--- src/rtl/imuldiv_div_front_end_pkg.sv ---
// Shared definitions for the divider front end: op codes, FSM states,
// the 65-bit divider request layout and small result helpers.
package imuldiv_div_front_end_pkg;

  localparam logic [1:0] OP_DIV  = 2'b00;
  localparam logic [1:0] OP_DIVU = 2'b01;
  localparam logic [1:0] OP_REM  = 2'b10;
  localparam logic [1:0] OP_REMU = 2'b11;

  localparam int unsigned DATA_W = 32;
  localparam int unsigned RESP_W = 64;
  localparam int unsigned REQ_W  = 65;

  // Request layout: [64] fn, [63:32] a, [31:0] b
  localparam int unsigned REQ_FN_BIT = 64;
  localparam int unsigned REQ_A_MSB  = 63;
  localparam int unsigned REQ_A_LSB  = 32;
  localparam int unsigned REQ_B_MSB  = 31;
  localparam int unsigned REQ_B_LSB  = 0;

  typedef enum logic [1:0] {
    ST_IDLE = 2'b00,
    ST_REQ  = 2'b01,
    ST_WAIT = 2'b10,
    ST_DONE = 2'b11
  } fe_state_e;

  function automatic logic op_is_signed(input logic [1:0] code);
    return (code == OP_DIV) || (code == OP_REM);
  endfunction

  function automatic logic op_sel_rem(input logic [1:0] code);
    return (code == OP_REM) || (code == OP_REMU);
  endfunction

  // Divide-by-zero result: remainder is the dividend, quotient is all ones
  // regardless of signedness.
  function automatic logic [DATA_W-1:0] div0_result(input logic [DATA_W-1:0] a,
                                                    input logic              sel_rem);
    return sel_rem ? a : 32'hffff_ffff;
  endfunction

  function automatic logic [DATA_W-1:0] select_half(input logic [RESP_W-1:0] resp,
                                                    input logic              sel_rem);
    return sel_rem ? resp[63:32] : resp[31:0];
  endfunction

endpackage

--- src/rtl/imuldiv_div_front_end_if.sv ---
// Handshake bundle between pipeline, front end, divider and result consumer.
// The front end connects through the slave modport; the environment through master.
interface imuldiv_div_front_end_if;
  import imuldiv_div_front_end_pkg::*;

  logic              op_val;
  logic              op_rdy;
  logic [1:0]        op_code;
  logic [DATA_W-1:0] op_a;
  logic [DATA_W-1:0] op_b;

  logic              divreq_msg_fn;
  logic [DATA_W-1:0] divreq_msg_a;
  logic [DATA_W-1:0] divreq_msg_b;
  logic              divreq_val;
  logic              divreq_rdy;

  logic [RESP_W-1:0] divresp_msg_result;
  logic              divresp_val;
  logic              divresp_rdy;

  logic [DATA_W-1:0] result_msg;
  logic              result_val;
  logic              result_rdy;

  modport slave (
    input  op_val, op_code, op_a, op_b,
    output op_rdy,
    output divreq_msg_fn, divreq_msg_a, divreq_msg_b, divreq_val,
    input  divreq_rdy,
    input  divresp_msg_result, divresp_val,
    output divresp_rdy,
    output result_msg, result_val,
    input  result_rdy
  );

  modport master (
    output op_val, op_code, op_a, op_b,
    input  op_rdy,
    input  divreq_msg_fn, divreq_msg_a, divreq_msg_b, divreq_val,
    output divreq_rdy,
    output divresp_msg_result, divresp_val,
    input  divresp_rdy,
    input  result_msg, result_val,
    output result_rdy
  );

endinterface

--- src/rtl/imuldiv_div_front_end_req_to_bits.sv ---
// Divider request packer (DivReqMsgToBits): fn/a/b into the 65-bit request word.
// Exact inverse of the divider's request unpacker.
module imuldiv_div_front_end_req_to_bits
  import imuldiv_div_front_end_pkg::*;
(
  input  logic              fn,
  input  logic [DATA_W-1:0] a,
  input  logic [DATA_W-1:0] b,
  output logic [REQ_W-1:0]  bits
);

  assign bits[REQ_FN_BIT]          = fn;
  assign bits[REQ_A_MSB:REQ_A_LSB] = a;
  assign bits[REQ_B_MSB:REQ_B_LSB] = b;

endmodule

--- src/rtl/imuldiv_div_front_end.sv ---
// Requester-side controller for the iterative divider: accepts one op, issues
// the divider request, captures the selected response half and returns it.
module imuldiv_div_front_end
  import imuldiv_div_front_end_pkg::*;
#(
  parameter bit BYPASS_DIV0 = 1'b1
) (
  input  logic                     clk,
  input  logic                     reset,
  imuldiv_div_front_end_if.slave   bus
);

  fe_state_e         state_q,   state_d;
  logic              fn_q,      fn_d;
  logic              sel_rem_q, sel_rem_d;
  logic [DATA_W-1:0] a_q,       a_d;
  logic [DATA_W-1:0] b_q,       b_d;
  logic [DATA_W-1:0] result_q,  result_d;

  logic              op_rdy_s;
  logic              divreq_val_s;
  logic              divresp_rdy_s;
  logic              result_val_s;
  logic              op_fire_s;
  logic              req_fire_s;
  logic              resp_fire_s;
  logic              res_fire_s;
  logic [REQ_W-1:0]  req_bits_s;

  // Handshake strobes decode straight from the state register; held low while reset is asserted.
  always_comb begin
    op_rdy_s      = reset && (state_q == ST_IDLE);
    divreq_val_s  = reset && (state_q == ST_REQ);
    divresp_rdy_s = reset && (state_q == ST_WAIT);
    result_val_s  = reset && (state_q == ST_DONE);
    op_fire_s     = bus.op_val      && op_rdy_s;
    req_fire_s    = divreq_val_s    && bus.divreq_rdy;
    resp_fire_s   = bus.divresp_val && divresp_rdy_s;
    res_fire_s    = result_val_s    && bus.result_rdy;
  end

  // Next-state and datapath capture for the single outstanding operation.
  always_comb begin
    state_d   = state_q;
    fn_d      = fn_q;
    sel_rem_d = sel_rem_q;
    a_d       = a_q;
    b_d       = b_q;
    result_d  = result_q;
    case (state_q)
      ST_IDLE: begin
        if (op_fire_s) begin
          fn_d      = op_is_signed(bus.op_code);
          sel_rem_d = op_sel_rem(bus.op_code);
          a_d       = bus.op_a;
          b_d       = bus.op_b;
          if (BYPASS_DIV0 && (bus.op_b == 32'd0)) begin
            result_d = div0_result(bus.op_a, op_sel_rem(bus.op_code));
            state_d  = ST_DONE;
          end else begin
            state_d  = ST_REQ;
          end
        end else begin
          state_d = ST_IDLE;
        end
      end
      ST_REQ: begin
        if (req_fire_s) begin
          state_d = ST_WAIT;
        end else begin
          state_d = ST_REQ;
        end
      end
      ST_WAIT: begin
        if (resp_fire_s) begin
          result_d = select_half(bus.divresp_msg_result, sel_rem_q);
          state_d  = ST_DONE;
        end else begin
          state_d  = ST_WAIT;
        end
      end
      ST_DONE: begin
        if (res_fire_s) begin
          state_d = ST_IDLE;
        end else begin
          state_d = ST_DONE;
        end
      end
      default: begin
        state_d = ST_IDLE;
      end
    endcase
  end

  // State and operand/result registers; reset drops any in-flight operation.
  always_ff @(posedge clk) begin
    if (!reset) begin
      state_q   <= ST_IDLE;
      fn_q      <= 1'b0;
      sel_rem_q <= 1'b0;
      a_q       <= 32'd0;
      b_q       <= 32'd0;
      result_q  <= 32'd0;
    end else begin
      state_q   <= state_d;
      fn_q      <= fn_d;
      sel_rem_q <= sel_rem_d;
      a_q       <= a_d;
      b_q       <= b_d;
      result_q  <= result_d;
    end
  end

  imuldiv_div_front_end_req_to_bits u_req_to_bits (
    .fn   (fn_q),
    .a    (a_q),
    .b    (b_q),
    .bits (req_bits_s)
  );

  assign bus.op_rdy        = op_rdy_s;
  assign bus.divreq_val    = divreq_val_s;
  assign bus.divreq_msg_fn = req_bits_s[REQ_FN_BIT];
  assign bus.divreq_msg_a  = req_bits_s[REQ_A_MSB:REQ_A_LSB];
  assign bus.divreq_msg_b  = req_bits_s[REQ_B_MSB:REQ_B_LSB];
  assign bus.divresp_rdy   = divresp_rdy_s;
  assign bus.result_val    = result_val_s;
  assign bus.result_msg    = result_q;

endmodule

--- src/flat_wrapper.sv ---
// flat-port wrapper written by rule: the top's interface ports become plain ports
module imuldiv_div_front_end_flat import imuldiv_div_front_end_pkg::*;
#(
  parameter bit BYPASS_DIV0 = 1'b1
)
  (clk, reset, bus_op_val, bus_op_code, bus_op_a, bus_op_b, bus_op_rdy, bus_divreq_msg_fn, bus_divreq_msg_a, bus_divreq_msg_b, bus_divreq_val, bus_divreq_rdy, bus_divresp_msg_result, bus_divresp_val, bus_divresp_rdy, bus_result_msg, bus_result_val, bus_result_rdy);
  imuldiv_div_front_end_if bus_i ();
  input  logic clk;
  input  logic reset;
  input wire logic [$bits(bus_i.op_val)-1:0] bus_op_val;
  input wire logic [$bits(bus_i.op_code)-1:0] bus_op_code;
  input wire logic [$bits(bus_i.op_a)-1:0] bus_op_a;
  input wire logic [$bits(bus_i.op_b)-1:0] bus_op_b;
  output wire logic [$bits(bus_i.op_rdy)-1:0] bus_op_rdy;
  output wire logic [$bits(bus_i.divreq_msg_fn)-1:0] bus_divreq_msg_fn;
  output wire logic [$bits(bus_i.divreq_msg_a)-1:0] bus_divreq_msg_a;
  output wire logic [$bits(bus_i.divreq_msg_b)-1:0] bus_divreq_msg_b;
  output wire logic [$bits(bus_i.divreq_val)-1:0] bus_divreq_val;
  input wire logic [$bits(bus_i.divreq_rdy)-1:0] bus_divreq_rdy;
  input wire logic [$bits(bus_i.divresp_msg_result)-1:0] bus_divresp_msg_result;
  input wire logic [$bits(bus_i.divresp_val)-1:0] bus_divresp_val;
  output wire logic [$bits(bus_i.divresp_rdy)-1:0] bus_divresp_rdy;
  output wire logic [$bits(bus_i.result_msg)-1:0] bus_result_msg;
  output wire logic [$bits(bus_i.result_val)-1:0] bus_result_val;
  input wire logic [$bits(bus_i.result_rdy)-1:0] bus_result_rdy;
  assign bus_i.op_val = bus_op_val;
  assign bus_i.op_code = bus_op_code;
  assign bus_i.op_a = bus_op_a;
  assign bus_i.op_b = bus_op_b;
  assign bus_op_rdy = bus_i.op_rdy;
  assign bus_divreq_msg_fn = bus_i.divreq_msg_fn;
  assign bus_divreq_msg_a = bus_i.divreq_msg_a;
  assign bus_divreq_msg_b = bus_i.divreq_msg_b;
  assign bus_divreq_val = bus_i.divreq_val;
  assign bus_i.divreq_rdy = bus_divreq_rdy;
  assign bus_i.divresp_msg_result = bus_divresp_msg_result;
  assign bus_i.divresp_val = bus_divresp_val;
  assign bus_divresp_rdy = bus_i.divresp_rdy;
  assign bus_result_msg = bus_i.result_msg;
  assign bus_result_val = bus_i.result_val;
  assign bus_i.result_rdy = bus_result_rdy;
  imuldiv_div_front_end #(.BYPASS_DIV0(BYPASS_DIV0)) u_core (.clk(clk), .reset(reset), .bus(bus_i));
endmodule
--- config.mk ---
export PLATFORM = sky130hd
export DESIGN_NAME = imuldiv_div_front_end_flat
export DESIGN_NICKNAME = d
export VERILOG_FILES = /design/src/rtl/imuldiv_div_front_end_pkg.sv /design/src/rtl/imuldiv_div_front_end_if.sv /design/src/rtl/imuldiv_div_front_end_req_to_bits.sv /design/src/rtl/imuldiv_div_front_end.sv /design/src/flat_wrapper.sv
export SDC_FILE = /design/constraint.sdc
export NUM_CORES = 1
export LEC_CHECK = 0
export BUFFER_PORTS_ARGS = -buffer_cell sky130_fd_sc_hd__buf_2
export CAP_MARGIN = 5
export CORE_ASPECT_RATIO = 1.25
export CORE_MARGIN = 2
export CORE_UTILIZATION = 45
export CTS_CLUSTER_DIAMETER = 60
export DETAILED_ROUTE_END_ITERATION = 7
export PLACE_DENSITY = 0.77
export SLEW_MARGIN = 30
export SYNTH_ARGS = -nofsm -noshare
export SYNTH_HDL_FRONTEND = slang
export SYNTH_SLANG_ARGS = --single-unit
--- constraint.sdc ---
create_clock -name clk -period 2.08 [get_ports clk]
set_input_delay 0.104 -clock clk [delete_from_list [all_inputs] [get_ports clk]]
set_output_delay 0.104 -clock clk [all_outputs]
set_load 0.02 [all_outputs]
==> results of run 1 <==
synthesized netlist by cell type (all sizes together):
cell type | number | area [sq um]
nand2 | 131 | 494
dfxtp | 100 | 2000
nand3 | 97 | 485
mux2i | 65 | 651
buf | 45 | 278
and3 | 34 | 218
nand4 | 34 | 213
nor2b | 33 | 214
o21ai | 33 | 165
a22oi | 32 | 390
clkbuf | 21 | 78.8
nor4 | 8 | 75.1
nor3b | 3 | 33.8
a21oi | 2 | 10.0
and2 | 2 | 12.5
and4 | 2 | 17.5
inv | 2 | 7.51
a211oi | 1 | 12.5
a311o | 1 | 10.0
nand4b | 1 | 8.76
nor2 | 1 | 3.75
o31ai | 1 | 7.51
flip-flops by register name, indices dropped and copies added (netlist names):
signal,count
u_core.a_q,32
u_core.b_q,32
u_core.bus.result_msg,32
u_core.fn_q,1
u_core.sel_rem_q,1
u_core.state_q,2
tightest hold or removal path, cell delays in order:
cell and delay, ps:
buf_2 90, nand2_1 80, nand2_1 60
worst min path at each step:
stage / from / endpoint / slack (ps)
6_report: bus_op_b[17] / u_core.b_q[17] / 10
5_1_grt: bus_op_b[17] / u_core.b_q[17] / 20
4_1_cts: bus_op_b[17] / u_core.b_q[17] / 6
3_5_place_dp: bus_op_code[0] / u_core.fn_q / 300
3_3_place_gp: bus_op_code[0] / u_core.fn_q / 300
2_1_floorplan: bus_op_code[0] / u_core.fn_q / 190
metrics by stage:
stage | total power [mW] | worst slack [ps] | instances | hold WS [ps] | instance area (sq um)
after global placement | 4.09 | 441 | 996 | 295 | 6590
after detailed placement | 4.12 | 425 | 996 | 304 | 6590
final | 5.84 | 252 | 1075 | 13.4 | 7520
after CTS | 5.85 | 273 | 1075 | 6.02 | 7520
after global routing | 6.12 | 197 | 1075 | 18.5 | 7520
after floorplan | 3.49 | 559 | 649 | 194 | 5390
area by class of cell:
cell class / instances / area share, %
Multi-Input combinational cell: 481 / 40.3
Sequential cell: 100 / 26.7
Timing Repair Buffer: 315 / 26.4
Clock buffer: 10 / 3.18
Tap cell: 161 / 2.68
Clock inverter: 6 / 0.716
Inverter: 2 / 0.0999
routing by layer:
layer | global-route usage, % | wire [um] | up-vias
met5 | 0 | 0 | -
met4 | 10.5 | 520 | 0
met3 | 5.34 | 1400 | 40
met2 | 46.4 | 8870 | 306
met1 | 32.4 | 6940 | 2713
li1 | - | - | 2817
where the power goes:
group / switching (mW) / total, mW / internal [mW]
logic: 1.07 / 1.81 / 0.740
clock network: 0.782 / 1.65 / 0.866
registers: 0.158 / 2.38 / 2.22
kinds of logic (layout without fill, tap and decap cells):
logic type / after synthesis / count (layout)
AND/OR/NAND/NOR: 346 / 346
flip-flops: 100 / 100
AO/OA/AOI/OAI: 70 / 70
buffers and inverters: 68 / 333
multiplexers: 65 / 65
what timing repair did:
item / CTS / global route
buffers inserted: 0 / 0
hold endpoints to repair: 63 / 0
endpoints found under the setup margin: 0 / 0
hold buffers: 63 / 0
==> flow_summary_export.csv, run 1 <==
group,metric,value,unit
timing,skew,8.45,ps
synth,synth-simple-area-share,33.0,%
synth,synthAdderAreaFrac,0,%
synth,avgSynthCellArea,8.30,sq um
job,maxCapViolations,0,
floorplan,std_cell_rows,44,
critical_path,path_max_fanout,33,
timing,relSlewSlack,56.1,%
timing,hold_viol,0,
drt,drtIter0Drc,275,
cells_and_area,multi_input_area,3030,sq um
cells_and_area,final_cell_mix,"buf_2 (236), nand2_1 (130), dfxtp_1 (99), nand3_1 (97), mux2i_1 (65)",
synth,yosysWarnings,0,
global_route,grt-ovfl-total,0,
placement,dp_hpwl,10900,um
drt,vias_per_cell,5.47,
global_route,grt_usage,26.9,%
critical_path,cp_top_family,"flip-flops",
clock_network,cts_resized,0,
cells_and_area,final_nets,1045,
synth,muxShareOfSynthArea,12.1,%
cells_and_area,area_delta_synth_final,39.5,%
critical_path,r2r-start,"u_core.state_q[1]",
floorplan,die_w,102,um
critical_path,cp-startpoint,"u_core.state_q[1]",
critical_path,worstSetupPathType,"register to output pin",
drt,drc_errors,0,
synth,synthCells,649,
hold_path,hold_path_depth,3,
power_and_ir_drop,power_leakage,3.65,nW
critical_path,r2r_slack,400,ps
clock_network,clk_pin_slew,80,ps
critical_path,cp_num_cells,4,
power_and_ir_drop,p_per_area,777,nW/um^2
timing,rsz0062_at_grt,"false",
critical_path,crit_arrival,1720,ps
timing,post-route-min-period,1830,ps
timing,finalCritPeriodShare,87.9,%
global_route,grt_pass1_wl,27800,um
clock_network,cts.sink_count,100,
synth,synth_cell_types,31,
clock_network,htree_levels,3,
clock_network,cts_buffers,9,
cells_and_area,fillers,989,
drt,dr_total_vias,5876,
synth,synth_xor_area_share,0,%
critical_path,cp-end-kind,"output pin",
cells_and_area,seq_area,2000,sq um
global_route,grt_max_degree,66,
critical_path,ff2ff_path_depth,4,
timing,drv_slew,0,
cells_and_area,final_util,64.4,%
synth,syn-num-nets,785,
floorplan,core,11700,sq um
critical_path,critPathRequiredTime,1980,ps
clock_network,cts_tree,"done",
cells_and_area,layout_commonest_cell,"buf_2",
critical_path,cp_slowest_cell,"dfxtp_1",
global_route,antenna_found_initial,0,
floorplan,dieArea,12900,sq um
global_route,grt_pass1_vias,5660,
drt,drt_first_pass_iters,5,
critical_path,endpoint,"bus_divresp_rdy",
clock_network,root_buffer,"clkbuf_16",
power_and_ir_drop,ir_drop,0.418,mV
critical_path,crit_path_cell_trace,"nor2b_4 -> buf_12 -> and2_1 -> buf_2",
synth,synth_compound_area_share,11.1,%
synth,synth.yosys.seq_area_share,37.2,%
timing,setup_violations,0,
synth,syn-cell-area,5390,sq um
critical_path,r2r_end,"u_core.bus.result_msg[26]",
hold_path,hold_class,"primary input to register",
critical_path,max_stage_delay,520,ps
drt,antenna_left,0,
floorplan,pin_count,237,
synth,synth_top_family_by_area,"simple AND/OR/NAND/NOR gates",
drt,routed_wl,17700,um
cells_and_area,drive_above_1_share,33.8,%
timing,max_clock_freq,0.547,GHz
cells_and_area,n_antenna_cell,0,
critical_path,path_buf_inv,2,
run_status,status,"finished clean",
synth,synth-seq-cells,100,
clock_network,clk_latency,340,ps
timing,setup_tns,0,ps
timing,worst_pin_slew,658,ps
clock_network,cts_buffer_depth,2,
placement,place.gp.congestion,0.793,
floorplan,die_y,126,um
critical_path,critPathLaunchType,"register",
drt,wl_per_cell,16.5,um
floorplan,start_util,46.2,%
placement,portBuffers,236,
Note: power is estimated with default switching activity, not from simulation.
==> inputs of run 2 (changes only) <==
--- a/config.mk
+++ b/config.mk
@@ -12,7 +12,9 @@
 export CORE_UTILIZATION = 45
 export CTS_CLUSTER_DIAMETER = 60
 export DETAILED_ROUTE_END_ITERATION = 7
+export GPL_ROUTABILITY_DRIVEN = 0
 export PLACE_DENSITY = 0.77
+export RECOVER_POWER = 50
 export SLEW_MARGIN = 30
 export SYNTH_ARGS = -nofsm -noshare
 export SYNTH_HDL_FRONTEND = slang
==> flow_summary_export.csv, run 2 (same netlist as run 1, synthesis figures left out) <==
group,metric,value,unit
run_status,status,"finished clean",
power_and_ir_drop,seq_power_share,41.4,%
floorplan,core,11700,sq um
global_route,antenna_found_initial,0,
floorplan,die_w,102,um
placement,portBuffers,236,
timing,hold_viol,0,
critical_path,cp_slowest_cell,"nor3b_1",
cells_and_area,final_util,63.3,%
global_route,grt_pass1_vias,5660,
drt,dr_total_vias,5862,
clock_network,cts_buffers,9,
cells_and_area,area_delta_synth_final,37.0,%
power_and_ir_drop,power.switching,2.02,mW
power_and_ir_drop,p_per_area,780,nW/um^2
power_and_ir_drop,internal-power,3.74,mW
power_and_ir_drop,sw_frac_of_total,35.0,%
clock_network,htree_levels,3,
floorplan,std_cell_rows,44,
timing,worst_pin_slew,673,ps
power_and_ir_drop,ir_drop,0.397,mV
critical_path,crit_path_cell_trace,"nor3b_1 -> and2_4 -> buf_12 -> nand4_1 -> nand3_1",
drt,drtIter0Drc,296,
drt,routed_wl,17700,um
timing,setup_tns,0,ps
cells_and_area,final_cell_mix,"buf_2 (138), nand2_1 (130), dfxtp_1 (99), clkbuf_1 (98), nand3_1 (97)",
timing,max_clock_freq,0.528,GHz
timing,relSlewSlack,55.1,%
clock_network,clk_latency,350,ps
global_route,grt_usage,26.9,%
drt,vias_per_cell,5.45,
power_and_ir_drop,pwr-share-comb,29.9,%
placement,dp_hpwl,10900,um
clock_network,cts_resized,0,
critical_path,path_max_fanout,36,
placement,placed_area,6590,sq um
drt,wl_per_cell,16.5,um
clock_network,cts_tree,"done",
floorplan,pin_count,237,
cells_and_area,final_nets,1045,
floorplan,start_util,46.2,%
critical_path,critPathRequiredTime,2360,ps
timing,finalCritPeriodShare,91.0,%
clock_network,clk_pin_slew,80,ps
job,maxCapViolations,0,
clock_network,root_buffer,"clkbuf_16",
timing,post-route-min-period,1890,ps
cells_and_area,drive_above_1_share,23.0,%
cells_and_area,layout_commonest_cell,"buf_2",
critical_path,critPathLaunchType,"register",
timing,drv_slew,0,
timing,skew,7.34,ps
critical_path,cp-end-kind,"register",
drt,drt_first_pass_iters,5,
global_route,grt_pass1_wl,27800,um
power_and_ir_drop,finalPower,5.76,mW
critical_path,max_stage_delay,550,ps
critical_path,worstSetupPathType,"register to register",
cells_and_area,final_area,7380,sq um
floorplan,dieArea,12900,sq um
timing,rsz0062_at_grt,"false",
power_and_ir_drop,clkPwrFrac,28.6,%
timing,setup_violations,0,
hold_path,hold_class,"primary input to register",
power_and_ir_drop,power_leakage,3.26,nW
global_route,grt_max_degree,66,
floorplan,die_y,126,um
drt,antenna_left,0,
critical_path,crit_arrival,2180,ps
drt,drc_errors,0,
cells_and_area,n_antenna_cell,0,
clock_network,cts_buffer_depth,2,
clock_network,cts.sink_count,100,
global_route,grt-ovfl-total,0,
-- run 2: path summary, 6_finish.rpt --
kind                           from                        end  slack [ps]  depth (start not counted)
setup / recovery  u_core.state_q[0]  u_core.bus.result_msg[12]         190                          5
hold / removal         bus_op_b[17]             u_core.b_q[17]          20                          3
setup reg to reg  u_core.state_q[0]  u_core.bus.result_msg[12]         190                          5
hold reg to reg       u_core.b_q[6]              u_core.b_q[6]         450                          2
-- run 2: layout make-up --
| class | count | area (sq um) |
|---|---|---|
| fill | 1037 | 4290 |
| multi-input combinational | 481 | 3020 |
| sequential | 100 | 2000 |
| timing repair buffer | 315 | 1860 |
| clock buffer | 10 | 239 |
| tap | 161 | 201 |
| clock inverter | 6 | 53.8 |
| inverter | 2 | 7.51 |
-- run 2: metal layers --
layer / up-vias / GRT usage (%) / share of wire [%]
met3: 39 / 5.34 / 7.9
met4: 0 / 10.5 / 2.8
met5: - / 0 / 0
met2: 282 / 46.4 / 50
li1: 2818 / - / -
met1: 2723 / 32.4 / 39
-- run 2: stage by stage --
step	instances	hold slack [ps]	setup WS (ps)
final	1075	16.2	186
after global routing	1075	18.5	101
after CTS	1075	6.02	273
after detailed placement	996	304	425
after global placement	996	295	441
after floorplan	649	194	559
-- run 2: worst max-delay path: cells and delay by family, from the launching register on --
family,cells,cell delay (ps)
buffers and inverters,1,230
DFF,1,400
and+or+nand+nor,4,1170
-- run 2: what timing repair did --
item,CTS,global route
endpoints found under the setup margin,0,0
buffers inserted,0,0
endpoints found under the hold margin,63,0
hold buffers,63,0
-- run 2: power groups by stage --
stage	registers (mW)	clock network [mW]	logic, mW
final	2.39	1.65	1.72
after detailed placement	2.41	0	1.71
after floorplan	2.76	0	0.733
after CTS	2.38	1.67	1.80
after global routing	2.42	1.76	1.87
after global placement	2.42	0	1.67
==> inputs of run 3 (changes only) <==
--- a/config.mk
+++ b/config.mk
@@ -7,12 +7,13 @@
 export LEC_CHECK = 0
 export BUFFER_PORTS_ARGS = -buffer_cell sky130_fd_sc_hd__buf_2
 export CAP_MARGIN = 5
-export CORE_ASPECT_RATIO = 1.25
+export CORE_ASPECT_RATIO = 0.5
 export CORE_MARGIN = 2
 export CORE_UTILIZATION = 45
 export CTS_CLUSTER_DIAMETER = 60
 export DETAILED_ROUTE_END_ITERATION = 7
 export GPL_ROUTABILITY_DRIVEN = 0
+export HOLD_SLACK_MARGIN = 0.02
 export PLACE_DENSITY = 0.77
 export RECOVER_POWER = 50
 export SLEW_MARGIN = 30
==> flow_summary_export.csv, run 3 (same netlist as run 1, synthesis figures left out) <==
group,metric,value,unit
cells_and_area,fin_cells,1082,
clock_network,htree_levels,3,
power_and_ir_drop,sw_frac_of_total,34.1,%
clock_network,clk_pin_slew,70,ps
clock_network,cts_hold_buf,65,
drt,dr_total_vias,5841,
global_route,grt_usage,25.9,%
cells_and_area,final_nets,1048,
power_and_ir_drop,seq_power_share,41.0,%
critical_path,path_max_fanout,32,
power_and_ir_drop,finalPower,5.85,mW
clock_network,clk_latency,340,ps
clock_network,cts_buffer_depth,2,
drt,antenna_left,0,
hold_path,hold_class,"primary input to register",
floorplan,core,11700,sq um
placement,placed_area,6630,sq um
floorplan,die_w,159,um
timing,setup_tns,0,ps
global_route,grt_pass1_wl,27300,um
critical_path,crit_path_cell_trace,"dlygate4sd3_1 -> buf_2 -> nor4_1 -> and4_1 -> buf_4 -> nand4_1 -> nand3_1",
cells_and_area,drive_above_1_share,23.0,%
drt,drc_errors,0,
cells_and_area,layout_commonest_cell,"buf_2",
cells_and_area,final_cell_mix,"buf_2 (137), nand2_1 (130), clkbuf_1 (99), dfxtp_1 (99), nand3_1 (97)",
clock_network,cts_resized,0,
power_and_ir_drop,internal-power,3.85,mW
timing,rsz0062_at_grt,"false",
timing,setup_violations,0,
critical_path,cp_slowest_cell,"dlygate4sd3_1",
timing,finalCritPeriodShare,92.3,%
floorplan,dieArea,12900,sq um
job,maxCapViolations,0,
critical_path,critPathRequiredTime,2360,ps
timing,max_clock_freq,0.521,GHz
floorplan,start_util,45.9,%
placement,portBuffers,236,
floorplan,die_y,81.4,um
cells_and_area,final_util,63.6,%
power_and_ir_drop,p_per_area,784,nW/um^2
critical_path,critPathLaunchType,"primary input",
timing,worst_pin_slew,572,ps
placement,dp_hpwl,10800,um
global_route,antenna_found_initial,0,
timing,drv_slew,0,
global_route,grt-ovfl-total,0,
power_and_ir_drop,ir_drop,0.400,mV
drt,drtIter0Drc,440,
power_and_ir_drop,power.switching,1.99,mW
timing,whs,132,ps
drt,wl_per_cell,16.1,um
clock_network,cts_buffers,9,
power_and_ir_drop,power_leakage,3.29,nW
critical_path,cp-end-kind,"register",
global_route,grt_pass1_vias,5562,
power_and_ir_drop,clkPwrFrac,29.4,%
clock_network,postCtsSetupBuffers,0,
clock_network,root_buffer,"clkbuf_16",
timing,post-route-min-period,1920,ps
timing,hold_viol,0,
critical_path,crit_arrival,2200,ps
drt,drt_first_pass_iters,5,
placement,pre_cts_slack,251,ps
clock_network,cts.sink_count,100,
clock_network,cts_tree,"done",
drt,vias_per_cell,5.40,
critical_path,worstSetupPathType,"primary input to register",
critical_path,max_stage_delay,550,ps
floorplan,pin_count,237,
timing,relSlewSlack,61.9,%
run_status,status,"finished clean",
placement,placed_cells,1001,
floorplan,std_cell_rows,28,
power_and_ir_drop,pwr-share-comb,29.6,%
cells_and_area,n_antenna_cell,0,
cells_and_area,area_delta_synth_final,38.5,%
drt,routed_wl,17400,um
global_route,grt_max_degree,103,
timing,setup_slack,161,ps
cells_and_area,final_area,7460,sq um
timing,skew,9.04,ps
-- run 3: cell count changes in the layout (fill, tap and decap cells not counted), sizes merged --
cell,previous run,this run
bufinv,0,1
dlygate4sd3,63,65
inv,5,2
clkbuf,108,109
clkinvlp,1,2
clkinv,2,3
-- run 3: critical path, delay by kind of cell --
| kind | cells | cell delay [ps] |
|---|---|---|
| AND/OR/NAND/NOR | 4 | 1020 |
| buffers and inverters | 3 | 1060 |
-- run 3: worst paths after layout --
kind,end,slack [ps],start,cells past startpoint
max,u_core.bus.result_msg[17],160,bus_op_b[12],7
max reg2reg,u_core.bus.result_msg[25],200,u_core.state_q[1],6
min reg2reg,u_core.a_q[19],450,u_core.a_q[19],2
min,u_core.state_q[1],130,bus_result_rdy,3
-- run 3: metal layers --
layer	share of wire [%]	track usage, %
met5	0	0
met4	2.7	9.91
met3	6.6	6.89
met2	49	45.6
met1	42	31.0
-- run 3: area by class of cell --
class                      count  area (sq um)
clock buffer                  10           239
clock inverter                 6          63.8
fill                        1026          4280
inverter                       2          7.51
multi-input combinational    481          3030
sequential                   100          2000
tap                          165           206
timing repair buffer         318          1910
-- run 3: power by group through the flow --
| stage | registers [mW] | clock network [mW] | logic (mW) |
|---|---|---|---|
| 2_1_floorplan | 2.76 | 0 | 0.733 |
| 3_3_place_gp | 2.42 | 0 | 1.67 |
| 3_5_place_dp | 2.42 | 0 | 1.71 |
| 4_1_cts | 2.38 | 1.75 | 1.81 |
| 5_1_grt | 2.43 | 1.81 | 1.88 |
| 6_report | 2.40 | 1.72 | 1.73 |
